==> config.mk <==
export PLATFORM = sky130hd
export DESIGN_NAME = datapath_sequencer
export DESIGN_NICKNAME = d
export VERILOG_FILES = /design/src/rtl/datapath_sequencer.sv
export SDC_FILE = /design/constraint.sdc
export NUM_CORES = 1
export LEC_CHECK = 0
export BUFFER_PORTS_ARGS = -buffer_cell sky130_fd_sc_hd__clkbuf_2
export CAP_MARGIN = 25
export CORE_ASPECT_RATIO = 2
export CORE_UTILIZATION = 42
export DETAILED_ROUTE_END_ITERATION = 12
export PLACE_DENSITY = 0.73
export SLEW_MARGIN = 20
export SYNTH_ARGS = -nofsm -noshare
export SYNTH_HDL_FRONTEND = slang
export SYNTH_SLANG_ARGS = --single-unit
==> constraint.sdc <==
create_clock -name clk -period 1.5 [get_ports clk]
set_input_delay 0.075 -clock clk [delete_from_list [all_inputs] [get_ports clk]]
set_output_delay 0.075 -clock clk [all_outputs]
set_load 0.02 [all_outputs]
==> src/rtl/datapath_sequencer.sv <==
// datapath_sequencer: IDLE/LOAD_A/LOAD_B/EXEC/WRITE_IMM|WRITE_C/DONE control for regfile+shifter+ALU; in: clk reset_n instr_in imm_in instr_valid [step if SEQ_SINGLE_STEP_EN]; out: instr_ready readnum loada loadb shift asel bsel ALUop loadc loads write writenum vsel datapath_in busy done retired
module datapath_sequencer #(
  parameter int CNT_W = 8
) (
  input  logic             clk,
  input  logic             reset_n,
  input  logic [15:0]      instr_in,
  input  logic [7:0]       imm_in,
  input  logic             instr_valid,
`ifdef SEQ_SINGLE_STEP_EN
  input  logic             step,
`endif
  output logic             instr_ready,
  output logic [2:0]       readnum,
  output logic             loada,
  output logic             loadb,
  output logic [1:0]       shift,
  output logic             asel,
  output logic             bsel,
  output logic [1:0]       ALUop,
  output logic             loadc,
  output logic             loads,
  output logic             write,
  output logic [2:0]       writenum,
  output logic             vsel,
  output logic [15:0]      datapath_in,
  output logic             busy,
  output logic             done,
  output logic [CNT_W-1:0] retired
);
  typedef enum logic [2:0] {IDLE, LOAD_A, LOAD_B, EXEC, WRITE_IMM, WRITE_C, DONE} state_t;
  localparam logic [1:0] K_MOVI = 2'b00, K_MOVR = 2'b10, K_CMP = 2'b11;
  state_t state, next;
  logic [15:1] ir;
  logic [7:0] imm;
  logic adv, ex;
  logic [1:0] kind;
  logic unused_bit0;
  assign unused_bit0 = instr_in[0];
  assign kind = ir[15:14];
  assign ex = state == EXEC;
`ifdef SEQ_SINGLE_STEP_EN
  assign adv = step;
`else
  assign adv = 1'b1;
`endif
  always_ff @(posedge clk or negedge reset_n)
    if (!reset_n) state <= IDLE;
    else state <= next;
  always_ff @(posedge clk or negedge reset_n)
    if (!reset_n) begin
      ir      <= '0;
      imm     <= '0;
      retired <= '0;
    end else begin
      if (instr_valid && instr_ready) begin
        ir  <= instr_in[15:1];
        imm <= imm_in;
      end
      if (state == DONE && adv) retired <= retired + CNT_W'(1);
    end
  always_comb begin
    next = state;
    case (state)
      IDLE:      if (instr_valid) next = instr_in[15:14] == K_MOVI ? WRITE_IMM :
                                         instr_in[15:14] == K_MOVR ? LOAD_B : LOAD_A;
      LOAD_A:    if (adv) next = LOAD_B;
      LOAD_B:    if (adv) next = EXEC;
      EXEC:      if (adv) next = kind == K_CMP ? DONE : WRITE_C;
      WRITE_IMM: if (adv) next = DONE;
      WRITE_C:   if (adv) next = DONE;
      DONE:      if (adv) next = IDLE;
      default:   next = IDLE;
    endcase
  end
  always_comb begin
    instr_ready = state == IDLE;
    busy        = state != IDLE;
    done        = state == DONE;
    loada       = state == LOAD_A;
    loadb       = state == LOAD_B;
    readnum     = loada ? ir[8:6] : loadb ? ir[5:3] : 3'd0;
    shift       = ex ? ir[2:1] : 2'b00;
    asel        = ex && kind == K_MOVR;
    bsel        = 1'b0;
    ALUop       = !ex ? 2'b00 : kind == K_CMP ? 2'b01 : kind == K_MOVR ? 2'b00 : ir[13:12];
    loadc       = ex && kind != K_CMP;
    loads       = ex && kind == K_CMP;
    write       = state == WRITE_IMM || state == WRITE_C;
    writenum    = write ? ir[11:9] : 3'd0;
    vsel        = state == WRITE_IMM;
    datapath_in = {8'h00, imm};
  end
endmodule

---- After elaboration in Yosys (flattened, before gate mapping) ----
Cells that the tools add are included.
storage, ports and cells
  register bits ........................... 34
  latch bits .............................. 0
  memory bits (writable) .................. 0
  memory bits (read-only) ................. 0
  bits of input ports ..................... 27
  output and inout bits ................... 45
  logic and storage cells ................. 37
  memories ................................ 0
cells by class
  $add $sub $neg .......................... 1
  multipliers ............................. 0
  div/mod/pow operators ................... 0
  $lt $le $gt $ge ......................... 0
  equality and inequality tests ........... 11
  shift-type cells ........................ 0
  multiplexer cells ....................... 12
  bitwise operators ....................... 0
  reductions and logical operators ........ 9
operator list
  operator                                                          number
  3-bit 2-to-1 mux                                                  5
  3-bit one-hot mux with 5 select lines                             1
  2-bit 2-to-1 mux                                                  6
  3-bit == test (second input constant)                             3
  8-bit by 1-bit adder with 8-bit output (second input constant)    1
  2-bit == test (second input constant)                             3
  3-bit by 2-bit == test with 1-bit output (second input constant)  2
  1-bit logical AND                                                 4
  2-bit inequality test (second input constant)                     2
  3-bit by 1-bit == test with 1-bit output (second input constant)  1
  3-bit zero test                                                   1
  3-bit nonzero test                                                1
  2-bit zero test                                                   1
  2-bit OR reduction                                                1
  1-bit logical OR                                                  1

---- Logic depth before layout (Yosys ltp) ----
  depth after elaboration ................. 5
  mapped depth ............................ 4
  depth with buffers taken out ............ 4

---- Worst setup path after synthesis ----
OpenSTA, ideal clock, no wires.
  kind .................................... register to output
  from .................................... register state[2]
  to ...................................... output readnum[0]
  arrival ................................. 1626 ps
  required time ........................... 1425 ps
  setup slack ............................. -201 ps
  stages on the path, launching flop included .. 4
  buffers on the path ..................... 1
  cell sequence ........................... dfrtp_1 > buf_2 > nor3b_1 > a22o_1
between the ends
  elaborated cells between the ends (all ways) .. 4
  those cells by class .................... eq/ne (2); mux (2)
RTL lines
  item                                      RTL line  RTL
  from (decl)                               33        state_t state, next;
  from (signal assigned)                    49        else state <= next;
  3-bit by 1-bit == test with 1-bit output  80        loada = state == LOAD_A;
  named net loada                           15        output logic loada,
  3-bit 2-to-1 mux                          82        readnum = loada ? ir[8:6] : loadb ? ir[5:3] : 3'd0;
  to (decl)                                 14        output logic [2:0] readnum,
The timed path passes the listed nets, and every way through them passes these cells.

---- Worst setup path after layout ----
  from .................................... register state[1]
  to ...................................... register ir[6] (netlist bit)
between the ends
  cells in the longest elaborated chain, start to end .. 2
ends and longest elaborated chain
  item                  RTL line  RTL
  3-bit zero test       77        instr_ready = state == IDLE;
  1-bit logical AND     56        if (instr_valid && instr_ready) begin
  to (signal assigned)  57        ir <= instr_in[15:1];
  to (decl)             34        logic [15:1] ir;
No other way between the ends.
A chain may end at the register's enable or synchronous reset.

==> run_results.csv <==
group,metric,value,unit
global_route,antenna_found_initial,0,
clock_tree,clockRootBuffer,"clkbuf_8",
place,port_buffers,61,
finish,fillers,310,
route,detail_route.wl_per_cell,12.81,um
power_and_ir_drop,p_switching,1841,uW
synthesis,async_flop_share,1.000,
finish,final_common_cell,"clkbuf_2",
die,core_area,0.003607,mm2
timing,fin_crit,1.552,ns
synthesis,ys_seq_area_frac,0.5346,
route,vias,1234,
setup_path,worstSetupStartpointType,"register",
synthesis,avgSynthCellArea,12.24,um2
synthesis,synthDistinctLibCells,29,
setup_path,slowest_stage,"dfrtp_1",
global_route,grt_max_degree,35,
global_route,grt_pass1_vias,1237,
clock_tree,numCtsBuffers,5,
die,io_pins,72,
timing,fin_crit_sh,1.035,
setup_path,reg2reg_setup_slack,-0.05,ns
timing,final.setup_skew,0.005092,ns
route,finalWirelength,3368,um
timing,setup_viol,21,
setup_path,cp-end-kind,"register",
timing,rsz0062_at_grt,"yes",
setup_path,critical-path-max-stage-delay,0.39,ns
route,drtIter0Drc,14,
finish,area_delta_synth_final,44.03,%
power_and_ir_drop,internal_power,2976,uW
synthesis,yosysTopAreaCell,"dfrtp_1",
synthesis,synth_area_leaders,"dfrtp_1 53%, mux2_2 16%, buf_4 4.2%, xor2_1 2.2%, nor3b_1 1.9%",
finish,final_nets,241,
timing,fmax,0.6444,GHz
min_path,min_path_type,"in2reg",
power_and_ir_drop,p_per_area,2102,mW/mm2
setup_path,critPathRequiredTime,1.67,ns
setup_path,path_cells,"buf_4, nor4b_4, buf_4, clkbuf_16, mux2_2",
clock_tree,clk_latency,0.28,ns
synthesis,synthCells,130,
outcome,status,"finished with violations",
timing,fin_ws,-0.05180,ns
die,die_w,45.53,um
setup_path,cp_data_arrival_time,1.72,ns
finish,layout-drive-gt1-share,0.5467,
power_and_ir_drop,irDropWorstVdd,1.144,mV
place,post-dp-hpwl,2254,um
power_and_ir_drop,leakage,0.001157,uW
global_route,grt_pass1_wl,5250,um
synthesis,synth_top_area_share,0.5346,
route,firstDrtPassIters,4,
die,die-area,0.004054,mm2
synthesis,synth_edf_count,0,
synthesis,syn_area,0.001592,mm2
global_route,track_usage,0.1833,
setup_path,crit_top_cell,"buf_4",
timing,slew_viol_final,0,
finish,antennaDiodeCount,0,
place,placed_cell_area,0.001958,mm2
setup_path,worstSetupPathType,"reg2reg",
synthesis,ys_warn_count,0,
clock_tree,cts_buffer_depth,2,
clock_tree,cts.clk_slew.worst_paths,0.07,ns
power_and_ir_drop,p_seq_frac,0.337,
power_and_ir_drop,combPwrFrac,0.522,
clock_tree,cts_tree,"yes",
clock_tree,cts_sinks,34,
setup_path,crit_family,"buffers and inverters",
timing,finalHoldViolCount,0,
die,initial_core_util,0.4412,
route,drc,0,
route,vias_per_cell,4.692,
synthesis,ys_seq_elements,34,
place,place.gp.congestion,0.7083,
finish,fin_cells,263,
finish,final_cell_mix,"50 x clkbuf_2, 34 x dfrtp_1, 20 x mux2_2, 19 x buf_4, 9 x conb_1",
run,cap_violations,0,
finish,final_cell_area,0.002292,mm2
place,place_inst,241,
power_and_ir_drop,p_clk_frac,0.141,
setup_path,cp_num_buf_inv,3,
outcome,violations,"negative setup slack",
setup_path,path_max_fanout,11,
finish,fin_util,0.6354,
route,ant_nets,0,
timing,fin_tns_setup,-0.8125,ns
synthesis,ys_dominant_reg_cell,"dfrtp_1",
power_and_ir_drop,swShare,0.3822,
die,row_count,31,
global_route,grt-ovfl-total,0,
die,die_h,89.06,um
clock_tree,cts-htree-levels,2,
==> metal layers <==
layer / up-vias / wire [um] / track usage
met5: - / 0 / 0
met4: 0 / 89 / 0.1240
met3: 6 / 185 / 0.05657
met2: 46 / 1848 / 0.3104
met1: 590 / 1243 / 0.1823
li1: 592 / - / -
==> flip-flops by register name, indices dropped and copies added (netlist names) <==
signal	flops
imm	8
ir	15
retired	8
state	3
==> cell usage after synthesis (2+ instances only) <==
library cell  count
nand2_1           4
xnor2_1           3
buf_6             2
dfrtp_1          34
nor3_1            2
o21ai_0           3
mux2_2           22
nor2_1            6
nand3_1           4
xor2_1            4
and2_1            3
buf_4             9
nand3b_1          3
inv_1             4
a21oi_1           3
nor2b_1           3
a22o_1            3
a22oi_1           2
nor3b_1           4
buf_2             3
==> worst register-to-register path: cells and delay by family, from the launching register on <==
kind / cells / cell delay [ns]
AND/OR/NAND/NOR: 1 / 0.23
buffers and inverters: 3 / 0.49
multiplexers: 1 / 0.33
flip-flops: 1 / 0.39
==> path summary, 6_finish.rpt <==
kind,from,to,cells past startpoint
hold / removal,instr_in[3],ir[3]$_DFFE_PN0P_,2
min in group asynchronous,reset_n,ir[6]$_DFFE_PN0P_,3
setup / recovery,state[1]$_DFFE_PN0P_,ir[6]$_DFFE_PN0P_,5
hold reg to reg,retired[7]$_DFFE_PN0P_,retired[7]$_DFFE_PN0P_,1
max in group asynchronous,reset_n,ir[4]$_DFFE_PN0P_,3
setup reg to reg,state[1]$_DFFE_PN0P_,ir[6]$_DFFE_PN0P_,5
==> kinds of logic after synthesis <==
| family | synth area share |
|---|---|
| AOI/OAI and AO/OA | 0.04952 |
| xor gates and xnor gates | 0.03852 |
| adders and majority gates | 0.007860 |
| buffers and inverters | 0.07546 |
| DFF | 0.5346 |
| muxes | 0.1557 |
| other | 0.002356 |
| and+or+nand+nor | 0.1360 |
==> power by group through the flow <==
stage | Combinational, uW | Clock [uW] | Sequential (uW)
6_report | 2520 | 679 | 1620
3_5_place_dp | 2000 | 0 | 1660
3_3_place_gp | 1970 | 0 | 1640
4_1_cts | 2300 | 704 | 1620
2_1_floorplan | 1200 | 0 | 1790
5_1_grt | 2710 | 746 | 1680
==> stage by stage <==
step	total power (uW)	hold slack [ns]	setup WS, ns
2_1_floorplan	2997	-0.2206	0.001306
3_3_place_gp	3610	0.1336	0.07115
3_5_place_dp	3656	0.1296	0.04593
4_1_cts	4618	0.008549	-0.06644
5_1_grt	5135	0.007661	-0.1165
6_report	4817	0.01902	-0.05180
==> timing repair <==
action                                  in CTS  in global routing
pin swaps                                    5                  7
buffers inserted                             7                  3
hold buffers                                 3                  0
hold endpoints to repair                    36                  0
endpoints found under the setup margin      18                 35
cloned                                       0                  1
resized for setup                           13                 29
==> area by class of cell <==
cell class                      instances  area (um2)  area share
Timing Repair Buffer                   82       564.3      0.2462
Sequential cell                        34       850.8      0.3712
Multi-Input combinational cell         86       706.9      0.3084
Clock buffer                            7       86.33     0.03766
Tap cell                               49       61.31     0.02675
Clock inverter                          1       5.005    0.002183
Inverter                                4       17.52    0.007642
Power figures use the tool's default switching activity.
